<file path="config.mk">
export PLATFORM = sky130hd
export DESIGN_NAME = fetch_queue
export DESIGN_NICKNAME = d
export VERILOG_FILES = /design/src/rtl/fetch_queue.sv
export SDC_FILE = /design/constraint.sdc
export NUM_CORES = 1
export LEC_CHECK = 0
export BUFFER_PORTS_ARGS = -buffer_cell sky130_fd_sc_hd__buf_4
export CAP_MARGIN = 20
export CORE_UTILIZATION = 61
export DETAILED_ROUTE_END_ITERATION = 16
export PLACE_DENSITY = 0.94
export SETUP_SLACK_MARGIN = 0.4
export SYNTH_ARGS = -nofsm -noshare
export SYNTH_HDL_FRONTEND = slang
export SYNTH_SLANG_ARGS = --single-unit
export TNS_END_PERCENT = 5
</file>
<file path="constraint.sdc">
create_clock -name Clk -period 7.6 [get_ports Clk]
set_input_delay 1.52 -clock Clk [delete_from_list [all_inputs] [get_ports Clk]]
set_output_delay 1.52 -clock Clk [all_outputs]
set_load 0.01 [all_outputs]
</file>
<file path="src/rtl/fetch_queue.sv">
// Instruction buffer between fetch and decode: in-order FIFO of {PC, instruction}
// pairs with valid/ready handshakes on both sides and a flush for redirects.
module fetch_queue #(
  parameter int DEPTH = 4,
  parameter int PTR_W = $clog2(DEPTH),
  parameter int CNT_W = $clog2(DEPTH + 1)
) (
  input  logic              Clk,
  input  logic              Reset,
  input  logic [31:0]       InstructionIn,
  input  logic [31:0]       PCIn,
  input  logic              InValid,
  output logic              InReady,
  input  logic              Flush,
  output logic [31:0]       InstructionOut,
  output logic [31:0]       PCOut,
  output logic              OutValid,
  input  logic              OutReady,
  output logic [CNT_W-1:0]  Count
);

  logic [63:0]      mem [DEPTH];
  logic [PTR_W-1:0] wp;
  logic [PTR_W-1:0] rp;
  logic [CNT_W-1:0] cnt;
  logic             push;
  logic             pop;
  logic [63:0]      head;

  // InReady depends on occupancy only, so a full queue refuses a pair even while popping.
  assign InReady  = (cnt != CNT_W'(DEPTH));
  assign OutValid = (cnt != '0);
  assign push     = InValid & InReady & ~Flush;
  assign pop      = OutValid & OutReady & ~Flush;
  assign Count    = cnt;

  always_comb begin
    head = '0;
    if (OutValid) head = mem[rp];
  end

  assign PCOut          = head[63:32];
  assign InstructionOut = head[31:0];

  always_ff @(posedge Clk) begin
    if (push) mem[wp] <= {PCIn, InstructionIn};
  end

  always_ff @(posedge Clk or negedge Reset) begin
    if (!Reset) begin
      wp  <= '0;
      rp  <= '0;
      cnt <= '0;
    end else if (Flush) begin
      wp  <= '0;
      rp  <= '0;
      cnt <= '0;
    end else begin
      if (push) wp <= wp + PTR_W'(1);
      if (pop)  rp <= rp + PTR_W'(1);
      case ({push, pop})
        2'b10:   cnt <= cnt + CNT_W'(1);
        2'b01:   cnt <= cnt - CNT_W'(1);
        default: cnt <= cnt;
      endcase
    end
  end

endmodule
</file>
==> metrics, run 1 <==
CTS tree=yes; Post-Syn Area per Cell=21.8 sq um; HP Class=reg2reg; Max Root-Sink Buffers=3; Final Hold Fails=0; CP endpoint kind=primary output; fin crit period=4.52 ns; Final Routed Wirelength=20400 um; CP Data Arrival Time=3.00 ns; Core Area=16100 sq um; post-route clock skew=0.00827 ns; Clock H-tree levels=1; GP Congestion=0.747; I/O Buffers=137; gr usage total=24.2%; top_reg_cell synth=edfxtp_1; count leader, synth=edfxtp_1; ranking of synthesized cells by area=edfxtp_1 75%, mux4_2 14%, and2_1 4.2%; LEAKAGE=4.14 nW; fin. max-slew vios=0; EDFF count, synth=256; Chip Height=131 um; grt met2 use=43.5%; post-cts hold buffer count=0; post-synthesis async set-or-reset flop share=2.66%; pwr/cell area=265 nW/um^2; Sink Count=263; Die ar.=17200 sq um; RSZ-0062 raised after global routing=false; Skew-Pair Late Insertion Delay=0.51 ns; 1st-iter DRT viols=350; Die Wd=131 um; setup violators final=0; routed length per instance=24.2 um; Clock transition at path regs=0.06 ns; Placed Instances=796; Num CTS Buffers=25; Required @ worst endpoint=6.08 ns; number of synthesized register bits=263; layout cell share with drive strength beyond 1=39.3%; Post-CTS Resized=0; Fmax achieved=221 MHz; period utilisation layout=59.4%; initial antenna violation count=1; vias in the first global route=5305; number of max-cap violations=0; grt met3 use=4.63%; Boundary Pins=138; Syn Nets=542; Residual DRC=0; top cell type by total area after synthesis=edfxtp_1; Reg2Reg Depth=3; Hold EP=wp[1]; GR Layer Usage met1=30.9%; synthesized area=10200 sq um; synth unique cells=32; Worst Path Max Fanout=42; sequential element share of the synthesized area=77.1%; NumNets Final=682; Worst setup SP type=register; r2r setup slk=5.21 ns; # rows=46; Final Instance Count excl. Fillers=843; pin count of the biggest net entering global routing=66; VDD IR max=0.162 mV; post-route antenna net violation count=0; setup tns final=0 ns; synth cell count leaders=256 x edfxtp_1, 68 x and2_1, 64 x mux4_2; Initial Util=63.3%; global-route wire length before repair=31000 um; DRT Pass-1 Iters=5; worst hold path startpoint=wp[1]; reg2reg end=mem[3][56]; outcome=completed; Worst slew margin=32.5%; gr busiest metal=met2; Worst Path Class, Setup=reg2out; Yosys warnings=0; Area growth, synth to finish=19.3%; Worst Max-Slew Pin Slew=1.01 ns; Hold Path Depth=2; GR Overflow Total=0; CTS Root Cell=clkbuf_16; postcts setup bufs=0; DP Wirelength=11400 um; r2r startpoint=Count[0]; total number of vias=5030; post-DR vias/cell=5.97; share of the synthesized area in the top cell type=75.3%; Post-Syn Instances=468
## sequential cells by signal (all words and copies together), names as in the netlist
signal,count
mem,256
rp,2
wp,2
Count,3
## layer usage
metal	vias to the layer above	part of all wire [%]
met1	2621	38
met3	26	6.2
met5	-	0
li1	2175	-
met2	208	55
met4	0	1.4
## cell type report
cell class / count / area, sq um
clock inverters: 15 / 124
inverters: 7 / 26.3
well taps: 216 / 270
diodes: 1 / 2.50
repair buffers: 139 / 1060
fillers: 861 / 3950
multi-input cells: 172 / 2180
flip-flops and latches: 263 / 7870
clock buffers: 30 / 644
## logic make-up after synthesis
| logic type | share of synthesized area [%] |
|---|---|
| adders and majority gates | 0.687 |
| muxes | 14.2 |
| xor gates and xnor gates | 0.258 |
| DFF | 77.1 |
| buffers and inverters | 1.72 |
| AOI/OAI and AO/OA | 1.08 |
| and+or+nand+nor | 4.97 |
## critical path, stage by stage (launching register included)
cell and delay [ns]:
dfrtp_4 0.76, buf_4 0.76, mux4_2 0.61, and2_1 0.20
buf_4 0.15
## report_power, final
| part | internal (mW) | switching [mW] | total, mW |
|---|---|---|---|
| Sequential | 1.64 | 0.0319 | 1.67 |
| Combinational | 0.206 | 0.182 | 0.388 |
| Clock | 0.671 | 0.492 | 1.16 |
## layout by cell type (no fill, tap or decap), drive strengths merged, types with 2 or more instances in the layout
| master | synthesis | routed |
|---|---|---|
| buf | 16 | 139 |
| dfrtp | 7 | 7 |
| clkinv | 0 | 11 |
| clkbuf | 10 | 30 |
| ha | 4 | 4 |
| xor2 | 2 | 2 |
| nand3 | 4 | 4 |
| a211oi | 2 | 2 |
| o2111ai | 2 | 2 |
| a21oi | 3 | 3 |
| nor2 | 3 | 3 |
| nor3b | 3 | 3 |
| edfxtp | 256 | 256 |
| o21ai | 4 | 4 |
| inv | 7 | 8 |
| bufinv | 0 | 2 |
| mux4 | 64 | 64 |
| and2 | 68 | 68 |
## stage by stage
step	power, mW	utilization [%]	hold WS, ns	worst slack (ns)	instance area, sq um
2_1_floorplan	1.91	-	0.557	3.49	10200
3_3_place_gp	2.06	70.6	0.569	3.56	11400
3_5_place_dp	2.08	70.6	0.593	3.55	11400
4_1_cts	3.24	75.4	0.606	2.99	12100
5_1_grt	3.32	75.5	0.635	2.85	12200
6_report	3.22	75.5	0.601	3.08	12200
## worst max path at each step
stage	start	endpoint	depth (start not counted)
after global routing	rp[0]	PCOut[16]	4
after detailed placement	rp[0]	PCOut[20]	4
after global placement	rp[0]	InstructionOut[9]	4
after CTS	rp[0]	PCOut[20]	4
final	rp[0]	PCOut[20]	4
after floorplan	InValid	mem[0][0]	4
Note: power is estimated with default switching activity, not from simulation.
==> inputs of run 2 (changes only) <==
- CORE_UTILIZATION: 61 -> 57
- PLACE_DENSITY: 0.94 -> 0.89
- clock period: 7.6 -> 4.2 ns (I/O delays scaled with it)
==> run 2 against run 1 <==
Hold slack got worse by 0.47 ns. Total power grew 81%. Wire length decreased by 8.9%. Global-route usage down 3.1 points. Sequential power is 80% higher. Final area is 0.49% higher. Core utilization fell by 5.3 points. Combinational power rose by 80%. Sequential share of layout area down 0.34 points. Flip-flop and latch count did not move. Clock skew is essentially flat.
==> metrics, run 2 (synthesis gave the netlist of run 1 again) <==
routed length per instance=21.7 um (-10%); post-DR vias/cell=5.72 (-4.1%); total number of vias=4887 (-2.8%); Die Wd=136 um (+3.4%); Worst slew margin=33.9% (+1.5 points); VDD IR max=0.414 mV (+160%); fin. max-slew vios=0 (unchanged); pin count of the biggest net entering global routing=66 (unchanged); most frequent cells in the layout=256 x edfxtp_1, 137 x buf_4, 64 x mux4_2, 64 x and2_1, 27 x clkbuf_16; post-route antenna net violation count=0 (unchanged); Pint=4.56 mW (+82%); Chip Height=136 um (+3.4%); fin crit period=3.49 ns; DRT Pass-1 Iters=4 (-1); Core Area=17400 sq um (+8.1%); switching power=1.28 mW (+81%); number of max-cap violations=0 (unchanged); combinational power share=11.9% (-0.2 points); Clock power frac=36.5% (+0.4 points); Reg2Reg Depth=3 (unchanged); r2r startpoint=Count[0]; Crit path buffers/inverters=2 (unchanged); post-route clock skew=0.00845 ns (+0.000179 ns); ANT cells=0 (-1); vias in the first global route=5374 (+1.3%); I/O Buffers=137 (unchanged); Max Root-Sink Buffers=3 (unchanged); CP max-delay cell=dfrtp_4; pwr/cell area=478 nW/um^2 (+81%); Sequential Power Share=51.6% (-0.2 points); outcome=completed; NumNets Final=684 (+0.29%); Final Routed Wirelength=18600 um (-8.9%); Initial Util=58.6% (-4.7 points); Required @ worst endpoint=3.36 ns (-2.72 ns); family with the most delay on the worst path=flip-flops; number of flip-flops in the largest register=256 (unchanged); GP Congestion=0.686 (-8.2%); initial antenna violation count=0 (-1); Worst Path Class, Setup=reg2out; Residual DRC=0 (unchanged); LEAKAGE=4.16 nW (+0.62%); Clock transition at path regs=0.06 ns (about the same); Critical Path Stages=4 (unchanged); CP startpoint=rp[0]; GR Overflow Total=0 (unchanged); most common cell after layout, fill and taps aside=edfxtp_1; Sink Count=263 (unchanged); area of the multi-input gates=2180 sq um (unchanged); crit path to=PCOut[14]; DP Wirelength=10600 um (-6.2%); CTS Root Cell=clkbuf_16; setup tns final=0 ns (unchanged); CP endpoint kind=primary output; Net Sw Frac=21.9% (-0.046 points); r2r setup slk=1.80 ns (-3.41 ns); # rows=48 (+4.3%); post-cts hold buffer count=0 (unchanged); Area growth, synth to finish=19.9%; Largest stage delay, worst path=0.81 ns (+0.05 ns); CTS tree=yes; Post-CTS Resized=0 (unchanged); Worst setup SP type=register; HP Class=in2async; Final Hold Fails=0 (unchanged); Largest Register=mem; Boundary Pins=138 (unchanged); Clock H-tree levels=1 (unchanged); Die ar.=18400 sq um (+6.9%); Placed Instance Area=11400 sq um (+0.36%); FILL cells=1068 (+24%); Worst Max-Slew Pin Slew=0.991 ns (-0.0219 ns); Fmax achieved=287 MHz; Skew-Pair Late Insertion Delay=0.51 ns (about the same); 1st-iter DRT viols=348 (-0.57%); Worst Path Max Fanout=38 (-9.5%); global-route wire length before repair=28900 um (-6.7%); gr usage total=21.1% (-3.1 points); FF/Latch Area=7870 sq um (about the same); period utilisation layout=83.0%; reg2reg end=mem[3][49]; setup violators final=0 (unchanged); fin area=12200 sq um (+0.49%); RSZ-0062 raised after global routing=false; CP Data Arrival Time=2.65 ns (-0.35 ns); Num CTS Buffers=26 (+4.0%); crit-path cells=buf_12 > mux4_2 > and2_1 > buf_4; layout cell share with drive strength beyond 1=39.6% (+0.29 points); postcts setup bufs=0 (unchanged)
==> run 2: how the worst min path moves through the flow <==
stage | startpoint | to | slack, ns | cells after the start
2_1_floorplan | Reset | Count[0] | 0.54 | 0
3_3_place_gp | wp[0] | wp[0] | 0.57 | 2
3_5_place_dp | wp[0] | wp[0] | 0.61 | 2
4_1_cts | Reset | Count[0] | 0.12 | 1
5_1_grt | Reset | Count[0] | 0.13 | 1
6_report | Reset | Count[0] | 0.13 | 1
==> run 2: metal layers <==
layer	vias to the layer above	GRT usage (%)	part of all wire (%)
li1	2182	-	-
met1	2495	26.3	39
met2	177	37.2	52
met3	33	4.68	7.0
met4	0	6.37	2.1
met5	-	0	0
==> run 2: through the flow <==
stage	hold slack (ns)	total power, mW	worst slack, ns	utilization (%)	cells
after floorplan	0.544	3.46	0.769	-	468
after global placement	0.568	3.74	1.20	65.6	806
after detailed placement	0.606	3.77	1.19	65.6	806
after CTS	0.117	5.88	0.620	70.1	853
after global routing	0.125	6.04	0.542	70.2	854
final	0.134	5.84	0.714	70.2	854
==> run 2: power groups by stage <==
stage | clock network [mW] | registers [mW] | logic [mW]
final | 2.13 | 3.01 | 0.698
after global routing | 2.26 | 3.02 | 0.754
after CTS | 2.16 | 3.02 | 0.701
after detailed placement | 0 | 3.07 | 0.695
after global placement | 0 | 3.06 | 0.677
after floorplan | 0 | 3.03 | 0.423
==> run 2: final cells by class <==
type | count | area share, %
Multi-Input combinational cell | 172 | 17.8
Tap cell | 225 | 2.30
Clock inverter | 16 | 0.808
Inverter | 7 | 0.215
Sequential cell | 263 | 64.3
Timing Repair Buffer | 140 | 8.90
Clock buffer | 31 | 5.65
==> inputs of run 3 (changes only) <==
- CORE_UTILIZATION: 57 -> 52
- PLACE_DENSITY: 0.89 -> 0.86
- clock period: 4.2 -> 2.96 ns (I/O delays scaled with it)
==> run 3 against run 2 <==
Core utilization shrank 2.2 points. Sequential share of layout area shrank 3.3 points. Clock-buffer cell count grew 7. Global-route usage shrank 0.84 points. Sequential power grew 41%. Via count grew 5.3%. First-iteration DRC count shrank 13%. Die area grew 9.5%. Largest cell class unchanged. Final area grew 5.4%. Wire length grew 11%. Register-to-register slack lost 1.2 ns.
==> metrics, run 3 (synthesis gave the netlist of run 1 again) <==
setup violators final=0 (unchanged); post-route clock skew=0.00935 ns (+0.000900 ns); Core Area=19000 sq um (+8.8%); 1st-iter DRT viols=302 (-13%); Worst slew margin=62.0% (+28 points); global-route wire length before repair=30100 um (+4.3%); pin count of the biggest net entering global routing=66 (unchanged); final core utilization=68.0% (-2.2 points); Net Sw Frac=21.1% (-0.78 points); initial antenna violation count=0 (unchanged); NumNets Final=713 (+4.2%); # rows=50 (+4.2%); Worst setup SP type=register; Die ar.=20200 sq um (+9.5%); HP Class=in2reg; CTS tree=yes; most common cell after layout, fill and taps aside=edfxtp_1; Worst Max-Slew Pin Slew=0.569 ns (-0.422 ns); Fmax achieved=362 MHz; switching power=1.87 mW (+46%); post-route antenna net violation count=0 (unchanged); ANT cells=0 (unchanged); Clock power frac=37.9% (+1.4 points); FILL cells=1185 (+11%); Sequential Power Share=48.1% (-3.5 points); Final Hold Fails=0 (unchanged); CP endpoint kind=primary output; combinational power share=14.1% (+2.2 points); Boundary Pins=138 (unchanged); vias in the first global route=5359 (-0.28%); Chip Height=142 um (+4.6%); Clock H-tree levels=1 (unchanged); DP Wirelength=12100 um (+14%); Sink Count=263 (unchanged); Required @ worst endpoint=2.37 ns (-0.99 ns); fin crit period=2.76 ns; number of max-cap violations=0 (unchanged); LEAKAGE=4.44 nW (+6.8%); VDD IR max=0.468 mV (+13%); Clock transition at path regs=0.06 ns (about the same); I/O Buffers=137 (unchanged); most frequent cells in the layout=256 x edfxtp_1, 141 x buf_4, 64 x mux4_2, 52 x and2_1, 28 x clkbuf_16; total number of vias=5146 (+5.3%); RSZ-0062 raised after global routing=true; GR Overflow Total=0 (unchanged); gr usage total=20.3% (-0.84 points); GP Congestion=0.727 (+6.0%); Area growth, synth to finish=26.3%; fin. max-slew vios=0 (unchanged); Max Root-Sink Buffers=3 (unchanged); period utilisation layout=93.3%; number of flip-flops in the largest register=256 (unchanged); routed length per instance=22.4 um (+3.2%); Die Wd=142 um (+4.6%); pwr/cell area=686 nW/um^2 (+43%); Num CTS Buffers=26 (unchanged); layout cell share with drive strength beyond 1=43.9% (+4.3 points); Hold Slack=0.269 ns (+0.135 ns); FF/Latch Area=7870 sq um (about the same); outcome=completed; Residual DRC=0 (unchanged); CP Data Arrival Time=2.17 ns (-0.48 ns); Worst Path Max Fanout=5 (-87%); post-DR vias/cell=5.62 (-1.8%); CTS Root Cell=clkbuf_16; Pint=6.97 mW (+53%); Skew-Pair Late Insertion Delay=0.52 ns (about the same); Initial Util=53.8% (-4.8 points); Worst Path Class, Setup=reg2out; Largest Register=mem; DRT Pass-1 Iters=5 (+1); Final Routed Wirelength=20600 um (+11%); area of the multi-input gates=2220 sq um (+2.1%)
[run 3: changes by cell type in the layout (fill, tap and decap cells not counted), sizes merged]
cell         change
clkinvlp         -1
buf             +26
bufinv           +3
clkinv          -11
or3              +1
dlygate4sd3      +1
clkbuf           +8
[run 3: worst max-delay path: stages (launching register included)]
cell	delay, ns
dfrtp_4	0.52
buf_6	0.14
buf_12	0.12
buf_16	0.13
mux4_2	0.43
and2_4	0.18
buf_6	0.12
[run 3: area by class of cell]
| type | instances | area share, % |
|---|---|---|
| well taps | 260 | 2.52 |
| inverters | 7 | 0.204 |
| clock inverters | 7 | 1.03 |
| clock buffers | 38 | 5.80 |
| multi-input cells | 173 | 17.2 |
| flip-flops and latches | 263 | 61.1 |
| repair buffers | 168 | 12.1 |
[run 3: metrics by stage]
step	setup WS [ns]	instances	instance area [sq um]	setup TNS [ns]	total power, mW
global placement	0.477	856	11600	0	5.33
global route	0.148	916	12900	0	9.10
CTS	0.197	914	12800	0	8.85
floorplan	-0.222	468	10200	-42.66	4.90
finish	0.197	916	12900	0	8.83
detailed placement	0.422	856	11600	0	5.37
[run 3: final timing paths]
kind,to,cells past startpoint,slack [ns],from
setup / recovery,InstructionOut[17],6,0.20,rp[0]
hold reg to reg,wp[1],2,0.62,wp[1]
hold / removal,mem[3][62],1,0.27,PCIn[30]
setup reg to reg,mem[0][28],4,0.62,Count[0]
max in group asynchronous,rp[1],2,2.38,Reset
min in group asynchronous,Count[2],2,0.44,Reset
[run 3: what timing repair did]
| item | in CTS | in global routing |
|---|---|---|
| endpoints found under the setup margin | 65 | 66 |
| pin swaps | 1 | 1 |
| gates resized for setup | 17 | 14 |
| setup buffers | 7 | 0 |
| endpoints found under the hold margin | 7 | 0 |
| hold buffers | 1 | 0 |
| cloned | 5 | 2 |
[run 3: power by group through the flow]
stage	clock (mW)	sequential, mW	combinational [mW]
after CTS	3.40	4.24	1.20
after detailed placement	0	4.33	1.04
after global routing	3.53	4.25	1.32
after floorplan	0	4.30	0.600
final	3.35	4.25	1.24
after global placement	0	4.32	1.01
[run 3: per-layer routing]
layer	wire length, um	vias up	track usage, %
met3	1400	34	3.43
met2	10600	217	35.4
met5	0	-	0
met4	420	0	4.98
met1	8130	2657	26.8
li1	-	2238	-
